[config.mk]
export PLATFORM = sky130hd
export DESIGN_NAME = id_ex_stage_latch
export DESIGN_NICKNAME = d
export VERILOG_FILES = /design/src/rtl/id_ex_pkg.sv /design/src/rtl/id_ex_stage_latch_sat_counter.sv /design/src/rtl/id_ex_stage_latch.sv
export SDC_FILE = /design/constraint.sdc
export NUM_CORES = 1
export LEC_CHECK = 0
export BUFFER_PORTS_ARGS = -buffer_cell sky130_fd_sc_hd__buf_2
export CORE_AREA = 2 2 145 147
export DETAILED_ROUTE_END_ITERATION = 6
export DIE_AREA = 0 0 147 149
export PLACE_DENSITY = 0.77
export RECOVER_POWER = 50
export SETUP_SLACK_MARGIN = 0.15
export SYNTH_ARGS = -nofsm -noshare
export SYNTH_HDL_FRONTEND = slang
export SYNTH_SLANG_ARGS = --single-unit
[constraint.sdc]
create_clock -name i_clk -period 4.75 [get_ports i_clk]
set_input_delay 0.95 -clock i_clk [delete_from_list [all_inputs] [get_ports i_clk]]
set_output_delay 0.95 -clock i_clk [all_outputs]
set_load 0.05 [all_outputs]
[src/rtl/id_ex_pkg.sv]
// id_ex_pkg
//   Shared definitions for the ID/EX pipeline boundary: the packed control
//   bundle width, the bit position of every control field, a structured
//   view of the bundle, and pack/unpack helpers used by the hazard mux,
//   this latch and the EX stage so that all three agree on one layout.
//   Also holds the per-edge action encoding used inside the latch.
package id_ex_pkg;

  localparam int NB_CTRL = 21;

  // Control bundle bit positions, LSB first.
  localparam int CTRL_REG_DST_RD     = 0;
  localparam int CTRL_JUMP           = 1;
  localparam int CTRL_JAL            = 2;
  localparam int CTRL_BRANCH         = 3;
  localparam int CTRL_NEQ_BRANCH     = 4;
  localparam int CTRL_MEM_READ       = 5;
  localparam int CTRL_MEM_TO_REG     = 6;
  localparam int CTRL_ALU_OP_LO      = 7;
  localparam int CTRL_ALU_OP_HI      = 8;
  localparam int CTRL_MEM_WRITE      = 9;
  localparam int CTRL_ALU_SRC        = 10;
  localparam int CTRL_REG_WRITE      = 11;
  localparam int CTRL_EXT_MODE_LO    = 12;
  localparam int CTRL_EXT_MODE_HI    = 13;
  localparam int CTRL_DATAMEM_LO     = 14;
  localparam int CTRL_DATAMEM_HI     = 15;
  localparam int CTRL_SIZE_FILT_LO   = 16;
  localparam int CTRL_SIZE_FILT_HI   = 17;
  localparam int CTRL_ZERO_EXTEND    = 18;
  localparam int CTRL_LUI            = 19;
  localparam int CTRL_JALR           = 20;

  typedef struct packed {
    logic       jal_r;
    logic       lui;
    logic       zero_extend;
    logic [1:0] size_filter_l;
    logic [1:0] datamem_size;
    logic [1:0] ext_mode;
    logic       reg_write;
    logic       alu_src;
    logic       mem_write;
    logic [1:0] alu_op;
    logic       mem_to_reg;
    logic       mem_read;
    logic       neq_branch;
    logic       branch;
    logic       jal;
    logic       jump;
    logic       reg_dst_rd;
  } ctrl_t;

  // What the latch does on a given edge (reset handled separately).
  typedef enum logic [1:0] {
    OP_LOAD   = 2'd0,
    OP_STALL  = 2'd1,
    OP_FLUSH  = 2'd2,
    OP_FREEZE = 2'd3
  } latch_op_t;

  function automatic logic [NB_CTRL-1:0] pack_ctrl(input ctrl_t c);
    logic [NB_CTRL-1:0] v;
    v = '0;
    v[CTRL_REG_DST_RD]                    = c.reg_dst_rd;
    v[CTRL_JUMP]                          = c.jump;
    v[CTRL_JAL]                           = c.jal;
    v[CTRL_BRANCH]                        = c.branch;
    v[CTRL_NEQ_BRANCH]                    = c.neq_branch;
    v[CTRL_MEM_READ]                      = c.mem_read;
    v[CTRL_MEM_TO_REG]                    = c.mem_to_reg;
    v[CTRL_ALU_OP_HI:CTRL_ALU_OP_LO]      = c.alu_op;
    v[CTRL_MEM_WRITE]                     = c.mem_write;
    v[CTRL_ALU_SRC]                       = c.alu_src;
    v[CTRL_REG_WRITE]                     = c.reg_write;
    v[CTRL_EXT_MODE_HI:CTRL_EXT_MODE_LO]  = c.ext_mode;
    v[CTRL_DATAMEM_HI:CTRL_DATAMEM_LO]    = c.datamem_size;
    v[CTRL_SIZE_FILT_HI:CTRL_SIZE_FILT_LO] = c.size_filter_l;
    v[CTRL_ZERO_EXTEND]                   = c.zero_extend;
    v[CTRL_LUI]                           = c.lui;
    v[CTRL_JALR]                          = c.jal_r;
    return v;
  endfunction

  function automatic ctrl_t unpack_ctrl(input logic [NB_CTRL-1:0] v);
    ctrl_t c;
    c.reg_dst_rd    = v[CTRL_REG_DST_RD];
    c.jump          = v[CTRL_JUMP];
    c.jal           = v[CTRL_JAL];
    c.branch        = v[CTRL_BRANCH];
    c.neq_branch    = v[CTRL_NEQ_BRANCH];
    c.mem_read      = v[CTRL_MEM_READ];
    c.mem_to_reg    = v[CTRL_MEM_TO_REG];
    c.alu_op        = v[CTRL_ALU_OP_HI:CTRL_ALU_OP_LO];
    c.mem_write     = v[CTRL_MEM_WRITE];
    c.alu_src       = v[CTRL_ALU_SRC];
    c.reg_write     = v[CTRL_REG_WRITE];
    c.ext_mode      = v[CTRL_EXT_MODE_HI:CTRL_EXT_MODE_LO];
    c.datamem_size  = v[CTRL_DATAMEM_HI:CTRL_DATAMEM_LO];
    c.size_filter_l = v[CTRL_SIZE_FILT_HI:CTRL_SIZE_FILT_LO];
    c.zero_extend   = v[CTRL_ZERO_EXTEND];
    c.lui           = v[CTRL_LUI];
    c.jal_r         = v[CTRL_JALR];
    return c;
  endfunction

endpackage

[src/rtl/id_ex_stage_latch_sat_counter.sv]
// sat_counter
//   Up-counter that stops at its all-ones value instead of wrapping.
//   Ports:
//     clk     in   1       clock
//     rst_n   in   1       synchronous active-low reset (clears count)
//     enable  in   1       0 holds the count regardless of inc
//     inc     in   1       request +1 this edge (when enabled)
//     count   out  NB_CNT  current count
module sat_counter #(
  parameter int NB_CNT = 16
) (
  input  logic              clk,
  input  logic              rst_n,
  input  logic              enable,
  input  logic              inc,
  output logic [NB_CNT-1:0] count
);

  localparam logic [NB_CNT-1:0] CNT_MAX = '1;

  always_ff @(posedge clk) begin
    if (!rst_n) begin
      count <= '0;
    end else if (enable && inc && (count != CNT_MAX)) begin
      count <= count + NB_CNT'(1);
    end
  end

endmodule

[src/rtl/id_ex_stage_latch.sv]
// id_ex_stage_latch
//   ID/EX pipeline register sitting after the hazard control mux. Registers
//   the control bundle and decode datapath fields for EX, with debug freeze,
//   flush (branch/jump taken) and stall bubble insertion, a sticky halt flag
//   and a saturating bubble counter read by the debug unit.
//   Ports:
//     i_clk, i_rst_n        clock, synchronous active-low reset
//     i_enable              0 freezes every register (step control)
//     i_flush               bubble with all fields zeroed
//     i_risk                bubble with control zeroed, data still loaded
//     i_ctrl, i_halt        control bundle and halt flag from ID
//     i_pc4, i_rs_data, i_rt_data, i_imm, i_rs, i_rt, i_rd, i_shamt, i_funct
//                           decode datapath fields
//     o_*                   registered copies of the above
//     o_valid               1 = real instruction, 0 = bubble
//     o_halt_seen           sticky: a halt has been loaded since reset
//     o_bubble_cnt          saturating count of bubbles inserted
//   Every output is a flop; nothing passes combinationally input to output.
module id_ex_stage_latch
  import id_ex_pkg::*;
#(
  parameter int NB_DATA  = 32,
  parameter int NB_ADDR  = 5,
  parameter int NB_FUNCT = 6,
  parameter int NB_CNT   = 16
) (
  input  logic                i_clk,
  input  logic                i_rst_n,
  input  logic                i_enable,
  input  logic                i_flush,
  input  logic                i_risk,
  input  logic [NB_CTRL-1:0]  i_ctrl,
  input  logic                i_halt,
  input  logic [NB_DATA-1:0]  i_pc4,
  input  logic [NB_DATA-1:0]  i_rs_data,
  input  logic [NB_DATA-1:0]  i_rt_data,
  input  logic [NB_DATA-1:0]  i_imm,
  input  logic [NB_ADDR-1:0]  i_rs,
  input  logic [NB_ADDR-1:0]  i_rt,
  input  logic [NB_ADDR-1:0]  i_rd,
  input  logic [NB_ADDR-1:0]  i_shamt,
  input  logic [NB_FUNCT-1:0] i_funct,
  output logic [NB_CTRL-1:0]  o_ctrl,
  output logic                o_halt,
  output logic [NB_DATA-1:0]  o_pc4,
  output logic [NB_DATA-1:0]  o_rs_data,
  output logic [NB_DATA-1:0]  o_rt_data,
  output logic [NB_DATA-1:0]  o_imm,
  output logic [NB_ADDR-1:0]  o_rs,
  output logic [NB_ADDR-1:0]  o_rt,
  output logic [NB_ADDR-1:0]  o_rd,
  output logic [NB_ADDR-1:0]  o_shamt,
  output logic [NB_FUNCT-1:0] o_funct,
  output logic                o_valid,
  output logic                o_halt_seen,
  output logic [NB_CNT-1:0]   o_bubble_cnt
);

  latch_op_t op;

  // Freeze outranks flush, flush outranks stall; flush+stall is one bubble.
  always_comb begin
    op = OP_LOAD;
    if (!i_enable) begin
      op = OP_FREEZE;
    end else if (i_flush) begin
      op = OP_FLUSH;
    end else if (i_risk) begin
      op = OP_STALL;
    end
  end

  always_ff @(posedge i_clk) begin
    if (!i_rst_n) begin
      o_ctrl      <= '0;
      o_halt      <= 1'b0;
      o_pc4       <= '0;
      o_rs_data   <= '0;
      o_rt_data   <= '0;
      o_imm       <= '0;
      o_rs        <= '0;
      o_rt        <= '0;
      o_rd        <= '0;
      o_shamt     <= '0;
      o_funct     <= '0;
      o_valid     <= 1'b0;
      o_halt_seen <= 1'b0;
    end else begin
      case (op)
        OP_FREEZE: begin
          // hold everything
        end
        OP_FLUSH: begin
          o_ctrl    <= '0;
          o_halt    <= 1'b0;
          o_pc4     <= '0;
          o_rs_data <= '0;
          o_rt_data <= '0;
          o_imm     <= '0;
          o_rs      <= '0;
          o_rt      <= '0;
          o_rd      <= '0;
          o_shamt   <= '0;
          o_funct   <= '0;
          o_valid   <= 1'b0;
        end
        OP_STALL: begin
          // The mux has already zeroed i_ctrl; zero again so the bubble
          // does not depend on the mux being correct.
          o_ctrl    <= '0;
          o_halt    <= 1'b0;
          o_pc4     <= i_pc4;
          o_rs_data <= i_rs_data;
          o_rt_data <= i_rt_data;
          o_imm     <= i_imm;
          o_rs      <= i_rs;
          o_rt      <= i_rt;
          o_rd      <= i_rd;
          o_shamt   <= i_shamt;
          o_funct   <= i_funct;
          o_valid   <= 1'b0;
        end
        OP_LOAD: begin
          o_ctrl    <= i_ctrl;
          o_halt    <= i_halt;
          o_pc4     <= i_pc4;
          o_rs_data <= i_rs_data;
          o_rt_data <= i_rt_data;
          o_imm     <= i_imm;
          o_rs      <= i_rs;
          o_rt      <= i_rt;
          o_rd      <= i_rd;
          o_shamt   <= i_shamt;
          o_funct   <= i_funct;
          o_valid   <= 1'b1;
          if (i_halt) begin
            o_halt_seen <= 1'b1;
          end
        end
        default: begin
        end
      endcase
    end
  end

  sat_counter #(
    .NB_CNT (NB_CNT)
  ) u_bubble_cnt (
    .clk    (i_clk),
    .rst_n  (i_rst_n),
    .enable (i_enable),
    .inc    (i_flush | i_risk),
    .count  (o_bubble_cnt)
  );

endmodule

# After elaboration in Yosys (flattened, before gate mapping)
# Index checks and enable logic that the tools add are counted.
[word_totals]
ff_bits = 194
in_bits = 181
wordCells = 42
output_inout_bits = 194
[op_classes]
addsub = 1
reduce_logical = 8
bitwise = 1
mux = 15
eq_ne = 3
[op_table]
columns = ["op", "n"]
rows = [
  ["$pmux 32 s2", 4],
  ["$pmux 21 s2", 1],
  ["$pmux 5 s2", 4],
  ["$add 16x1->16 const B", 1],
  ["$ne 16x16->1 const B", 1],
  ["$pmux 6 s2", 1],
  ["$mux 2", 2],
  ["$pmux 1 s2", 2],
  ["$reduce_bool 2->1", 2],
  ["$reduce_or 2->1", 2],
  ["$eq 2x1->1 const B", 1],
  ["$eq 2x2->1 const B", 1],
  ["$logic_and 1x1->1", 2],
  ["$logic_not 2->1", 1],
  ["$reduce_and 2->1", 1],
  ["$mux 1", 1],
  ["$or 1x1->1", 1],
]

# Depth between registers and ports, before layout
# Gate-level depths: netlist of run 1.
[depth]
ltp_word = 6
depth_mapped = 7
depth_no_buf = 5

# Hierarchy
# Synthesis of run 1 repeated with hierarchy kept, for this count alone.
[hier_totals]
cells_unflattened = 888
area_unflattened_um2 = 8164.1
[modules_own_cells]
columns = ["module", "seq_area_each_um2", "area_per_inst_um2", "cells_each", "instances"]
rows = [
  ["id_ex_stage_latch", 3563.4, 7347.0, 791, 1],
  ["sat_counter", 320.3, 817.0, 97, 1],
]

# Worst setup path after synthesis of run 1
# No wires, ideal clock.
[synth_timing]
path_kind = "input to register"
startpoint = "input port i_enable"
endpoint = "register u_bubble_cnt.count[15]"
t_arrival_ns = 2.218
path_buffers = 2
setup_ns = 0.070
path_stages = 6
setup_slack_ns = 2.462
path_cell_list = "buf_6 o21ai_4 or3_1 buf_2 or4_1 a21oi_1"
[synth_between]
elab_chain_cells = 2
[synth_lines]
columns = ["element", "line_no", "source"]
rows = [
  ["start, declared", "id_ex_stage_latch.sv:29", "input logic i_enable,"],
  ["$logic_and 1x1->1 (2 in series)", "id_ex_stage_latch_sat_counter.sv:24", "end else if (enable && inc && (count != CNT_MAX)) begin"],
  ["end signal, assigned", "id_ex_stage_latch_sat_counter.sv:25", "count <= count + NB_CNT'(1);"],
  ["end, declared", "id_ex_stage_latch_sat_counter.sv:16", "output logic [NB_CNT-1:0] count"],
]
# Every way passes these cells.
# A chain may end at the register's enable or synchronous reset.

# Final worst setup path of run 1
[layout_timing]
startpoint = "input port i_enable"
endpoint = "register o_rt_data[13]"
[layout_between]
elab_chain_cells = 4
[layout_lines]
columns = ["element", "line_no", "source"]
rows = [
  ["$mux 2 *", "id_ex_stage_latch.sv:64", "if (!i_enable) begin"],
  ["$eq 2x1->1 / $logic_not 2->1 (equally long branches)", "id_ex_stage_latch.sv:89", "case (op)"],
  ["$reduce_or 2->1 (no line)", "--", ""],
  ["$pmux 32 s2 / $reduce_bool 2->1 (equally long branches)", "--", ""],
  ["end signal, assigned", "id_ex_stage_latch.sv:114", "o_rt_data <= i_rt_data;"],
  ["end signal, assigned", "id_ex_stage_latch.sv:128", "o_rt_data <= i_rt_data;"],
  ["end, declared", "id_ex_stage_latch.sv:47", "output logic [NB_DATA-1:0] o_rt_data,"],
]
# Mark *: on every way between the ends. The rest lies on a longest branch, timed or not.

==> results of run 1 <==
path summary, 6_finish.rpt:
path,start,endpoint,cells after the start
setup / recovery,i_enable,o_rt_data[13]$_SDFFE_PN0P_,5
hold / removal,o_halt_seen$_SDFFE_PN0P_,o_halt_seen$_SDFFE_PN0P_,2
hold reg to reg,o_halt_seen$_SDFFE_PN0P_,o_halt_seen$_SDFFE_PN0P_,2
setup reg to reg,u_bubble_cnt.count[7]$_SDFFE_PN0P_,u_bubble_cnt.count[11]$_SDFFE_PN0P_,5
flip-flops by register name, indices dropped and copies added (netlist names):
register / flops
o_ctrl: 21
o_rd: 5
o_valid: 1
o_rt: 5
o_funct: 6
o_halt: 1
o_rt_data: 32
o_halt_seen: 1
o_rs_data: 32
o_imm: 32
u_bubble_cnt.count: 16
o_rs: 5
o_shamt: 5
o_pc4: 32
power by group through the flow:
stage / Sequential, mW / Clock, mW / Combinational [mW]
after floorplan: 1.94 / 0 / 0.151
after global placement: 1.74 / 0 / 0.508
after detailed placement: 1.74 / 0 / 0.514
after CTS: 1.71 / 1.42 / 0.515
after global routing: 1.71 / 1.49 / 0.533
final: 1.71 / 1.38 / 0.495
synthesized netlist by cell type (2+ instances only):
master,count
mux2i_1,2
or4_1,7
nor4_1,3
o21ai_0,6
nor3_1,2
nand2_1,7
nand4_1,8
buf_2,3
a21oi_1,190
or3_1,5
nor2_1,180
clkbuf_1,53
o31ai_1,7
inv_1,2
buf_1,5
dfxtp_1,194
nand3_1,2
nor2b_1,177
per-stage QoR:
step	instance area (um^2)	setup slack, ps	hold slack [ps]
2_1_floorplan	7290	2460	702
3_3_place_gp	9350	1840	445
3_5_place_dp	9350	1810	458
4_1_cts	9920	2250	477
5_1_grt	9670	1360	531
6_report	9670	1650	473
metal layers:
metal	vias to the layer above	GRT usage
li1	3525	-
met1	3158	0.216
met2	283	0.286
met3	28	0.0602
met4	2	0.0524
met5	-	0
cell type report:
cell class / count / area, um^2
tap: 275 / 344
fill: 2083 / 10900
clock buffer: 20 / 447
inverter: 2 / 12.5
antenna: 1 / 2.50
sequential: 194 / 3880
clock inverter: 12 / 119
timing repair buffer: 380 / 1710
multi-input combinational: 609 / 3150
cell families (layout without fill, tap and decap cells):
kind of cell	Yosys count	in the layout	share of synthesized area
AO/OA/AOI/OAI	208	208	0.149
AND/OR/NAND/NOR	398	398	0.279
adder cells (fa/ha/maj)	1	1	0.00172
multiplexers	2	2	0.00275
flip-flops	194	194	0.533
buffers and inverters	65	414	0.0352
other	0	1	0
worst reg2reg max path: cells and delay by family (launching register included):
kind                   cells  cell delay, ps
DFF                        1             450
AOI/OAI and AO/OA          1              60
buffers and inverters      1             530
and+or+nand+nor            3            1140
==> run metrics, run 1 <==
slowest stage cell on the critical path=clkbuf_2; via count=6996; Crit path max-delay family=buffers and inverters; Clock power frac=0.385; met3 wire length=roughly 1700 um; Int Pwr=2.53 mW; Peak VDD IR=about 0.26 mV; combinational share of power=0.138; drt via density=4.69; commonest non-fill, non-tap cells in the layout=buf_2, dfxtp_1, a21oi_1; Final Instance Count excl. Fillers=1493; Final Hold Fails=0; yosys warns=0; final wirelength=20200 um; die area=0.0219 mm^2; Primary FF master, synth=dfxtp_1; Slew Limit Fails=96; # hold bufs at CTS=0; final core occ=0.470; Final period util=0.653; sequential power share=0.476; number of setup buffers added after CTS=0; crit path cell chain=buf_6 > nor2b_4 > clkbuf_2 > a21oi_1 > nor2_1; Yosys reg bits=194; vias in the first global route=around 6500; DRT Pass-1 Iters=4; Total GRT Usage=0.174; Critical Path AT=3460 ps; CTS clk-pin slew, worst paths=80 ps; Root Buffer=clkbuf_16; worst reg-to-reg setup slack=about 2400 ps; setup TNS=0 ps; total CTS buffers=17; site row count=53; Nets=1386; Syn Nets=about 1100; Required @ worst endpoint=between 5000 and 6000 ps; switching power=1.06 mW; Post-DRT Antenna Nets=0; post-synthesis instance total=between 800 and 900; post-synth top area share=0.533; clock sinks=194; wire per inst=13.6 um; post_cts resized=0; DPL Wire Length=13900 um; hold crit path type=reg2reg; global route overflow=0; unrepaired setup endpoints after global routing=no; FFs w/ async S/R, synth=0; Setup CP Type=in2reg; htree depth=4; layout cells sized above 1=0.196; placed insts=1460; Worst-Skew Late Latency=approximately 420 ps; post-synthesis cell type count=33; setup violators final=0; most common cell after layout, fill and taps aside=buf_2; initial antenna violation count=1; Post-synth EDFFs=0; min cycle time layout=3100 ps; Die Height=149 um; first-pass GRT wire length=31400 um; Max Cap Viol=1; Startpoint Class=input pin; Static Leakage=3.93 nW; Crit. End Element=register; cell taking the most area after synthesis=dfxtp_1; CTS tree=built; area of the mapped netlist=roughly 0.0073 mm^2; DR iter-0 viols=228; Pwr Density=371 mW/mm^2; max_slew headroom=-0.228; Initial Utilization=0.354; CP max stage delay=around 1300 ps; worst clock skew=8.06 ps; port buffer count=374; WP buf/inv=2; average footprint of a synthesized cell=8.39 um^2; IO Count=375; core area=0.0206 mm^2; area growth from synthesis to layout=32.7%; violated checks=max-capacitance violations, max-slew violations; worst-margin pin slew=approximately 1800 ps; Die W=147 um; Power Total=3.58 mW; WL met2=just over 9000 um; FMAX=322 MHz; switch share=0.295; highest routed layer=met5; maximum number of pins on one net before global-route repair=100; routed metal-1 wire length=8850 um; # DRC=0; outcome=complete, but fails checks; Max Root-Sink Buffers=2; GPL Wtd Cong=0.772; synth top area cells=dfxtp_1, nor2b_1, a21oi_1, nor2_1, clkbuf_1; Worst Path Max Fanout=between 90 and 100; Seq/Total Area, Yosys=0.533
Note: power is estimated with default switching activity, not from simulation.
==> run 2, diff against run 1 <==
--- a/config.mk
+++ b/config.mk
@@ -6,10 +6,10 @@
 export NUM_CORES = 1
 export LEC_CHECK = 0
 export BUFFER_PORTS_ARGS = -buffer_cell sky130_fd_sc_hd__buf_2
-export CORE_AREA = 2 2 145 147
+export CORE_AREA = 2 2 147 149
 export DETAILED_ROUTE_END_ITERATION = 6
-export DIE_AREA = 0 0 147 149
-export PLACE_DENSITY = 0.77
+export DIE_AREA = 0 0 149 151
+export PLACE_DENSITY = 0.75
 export RECOVER_POWER = 50
 export SETUP_SLACK_MARGIN = 0.15
 export SYNTH_ARGS = -nofsm -noshare
==> constraint.sdc (replaced) <==
create_clock -name i_clk -period 3.09 [get_ports i_clk]
set_input_delay 0.618 -clock i_clk [delete_from_list [all_inputs] [get_ports i_clk]]
set_output_delay 0.618 -clock i_clk [all_outputs]
set_load 0.05 [all_outputs]
==> run 2 against run 1 <==
The flow still finishes with violations (max-capacitance violations, max-slew violations). Cell count hardly changed. Register-to-register slack worse by 1500 ps. Final area is 2.7% higher. Non-clock buffer count is 3 higher. Combinational power is 60% higher. Setup slack worse by 810 ps. Flip-flop and latch count stayed put. Clock skew hardly changed. Clock power is 54% higher. Critical path depth stayed put. Wire length is 2.1% higher. Via count is 0.26% lower. Critical path type unchanged. Critical endpoint is now o_pc4[14]$_SDFFE_PN0P_. Largest power group unchanged.
==> run metrics, run 2 (same netlist as run 1, synthesis figures left out) <==
site row count=53; wire per inst=13.8 um; Final period util=0.729; Worst Hold Launch=i_rd[4]; Max Root-Sink Buffers=2; Required @ worst endpoint=3440 ps; area growth from synthesis to layout=36.3%; unrepaired setup endpoints after global routing=no; Initial Utilization=0.350; area post-placement=0.00940 mm^2; setup violators final=0; Int Pwr=3.93 mW; port buffer count=374; # DRC=0; GPL Wtd Cong=0.800; post_cts resized=0; IO Count=between 300 and 400; CTS clk-pin slew, worst paths=80 ps; sequential power share=0.473; most common cell after layout, fill and taps aside=buf_2; clock sinks=194; FILL cells=1989; commonest non-fill, non-tap cells in the layout=buf_2, dfxtp_1, a21oi_1; switch share=0.292; Clock power frac=0.384; die area=approximately 0.022 mm^2; number of setup buffers added after CTS=0; WP buf/inv=2; Total GRT Usage=0.171; register area=0.00388 mm^2; worst clock skew=roughly 8.4 ps; outcome=complete, but fails checks; via count=6978; Critical Path AT=around 2600 ps; final wirelength=approximately 21000 um; vias in the first global route=6493; CTS tree=built; Worst Path Max Fanout=17; Most common cell on crit path=clkbuf_1; Die W=149 um; CP max stage delay=1150 ps; core area=0.0208 mm^2; Antenna diodes=0; total CTS buffers=17; hold crit path type=in2reg; final instance area=0.00993 mm^2; Crit. End Element=register; maximum number of pins on one net before global-route repair=90; WHS=approximately 420 ps; Root Buffer=clkbuf_16; setup TNS=0 ps; Final Hold Fails=0; DPL Wire Length=roughly 14000 um; global route overflow=0; drt via density=4.67; Nets=1389; Setup CP Type=in2reg; Worst-Skew Late Latency=420 ps; min cycle time layout=2250 ps; Max Cap Viol=1; Peak VDD IR=0.325 mV; # hold bufs at CTS=0; final core occ=0.477; Multi-input gate area=0.00315 mm^2; layout cells sized above 1=0.328; worst-margin pin slew=~1500 ps; htree depth=4; Startpoint Class=input pin; slowest stage cell on the critical path=nor2b_1; violated checks=max-capacitance violations, max-slew violations; combinational share of power=0.143; DR iter-0 viols=228; crit path from=i_flush; switching power=between 1.5 and 2 mW; Post-DRT Antenna Nets=0; Pwr Density=about 560 mW/mm^2; max_slew headroom=-0.00735; Crit path max-delay family=simple AND/OR/NAND/NOR gates; initial antenna violation count=0; Static Leakage=4.61 nW; Slew Limit Fails=16; Die Height=151 um; FMAX=444 MHz; first-pass GRT wire length=31400 um; DRT Pass-1 Iters=5; crit path cell chain=clkbuf_1 > nor2b_1 > clkbuf_1 > a21oi_1 > nor2_1; Reg2Reg Launch Point=u_bubble_cnt.count[4]$_SDFFE_PN0P_
==> run 2: cell types whose count changed in the layout (fill, tap and decap cells not counted), sizes merged <==
| cell | before | now |
|---|---|---|
| inv | 7 | 8 |
| clkbuf | 197 | 37 |
| diode | 1 | 0 |
| buf | 203 | 365 |
| clkinv | 6 | 5 |
==> run 2: through the flow <==
step | power (mW) | std cells | setup WS (ps)
4_1_cts | 5.62 | 1494 | 987
2_1_floorplan | 3.21 | 868 | 1060
3_5_place_dp | 3.48 | 1463 | 974
6_report | 5.54 | 1494 | 839
5_1_grt | 5.78 | 1494 | 651
3_3_place_gp | 3.47 | 1463 | 986
==> run 2: final timing paths <==
path | slack (ps) | depth (start not counted) | endpoint
worst max-delay path | 840 | 5 | o_pc4[14]$_SDFFE_PN0P_
worst min register to register | 480 | 2 | o_halt_seen$_SDFFE_PN0P_
worst min-delay path | 420 | 3 | o_rd[4]$_SDFFE_PN0P_
worst max register to register | 980 | 5 | u_bubble_cnt.count[9]$_SDFFE_PN0P_
==> run 2: layout make-up <==
type / instances / share of cell area
repair buffers: 383 / 0.198
multi-input cells: 609 / 0.317
clock inverters: 12 / 0.0115
clock buffers: 19 / 0.0456
well taps: 275 / 0.0347
flip-flops and latches: 194 / 0.391
inverters: 2 / 0.00126
==> run 2: per-layer routing <==
| layer | share of wire | GRT usage | wire (um) |
|---|---|---|---|
| met1 | 0.44 | 0.217 | 9180 |
| met2 | 0.45 | 0.274 | 9220 |
| met3 | 0.089 | 0.0545 | 1850 |
| met4 | 0.020 | 0.0595 | 412 |
| met5 | 0 | 0 | 0 |
==> run 2: worst reg2reg max path, delay by kind of cell (launching register included) <==
family / cells / cell delay (ps)
simple gates: 3 / 1180
compound gates: 1 / 60
flops: 1 / 440
buf+inv: 1 / 290
==> run 2: power by group through the flow <==
stage / clock (mW) / sequential [mW] / combinational (mW)
floorplan: 0 / 2.98 / 0.232
global placement: 0 / 2.68 / 0.792
detailed placement: 0 / 2.68 / 0.799
CTS: 2.20 / 2.62 / 0.800
global route: 2.30 / 2.63 / 0.849
finish: 2.13 / 2.62 / 0.792
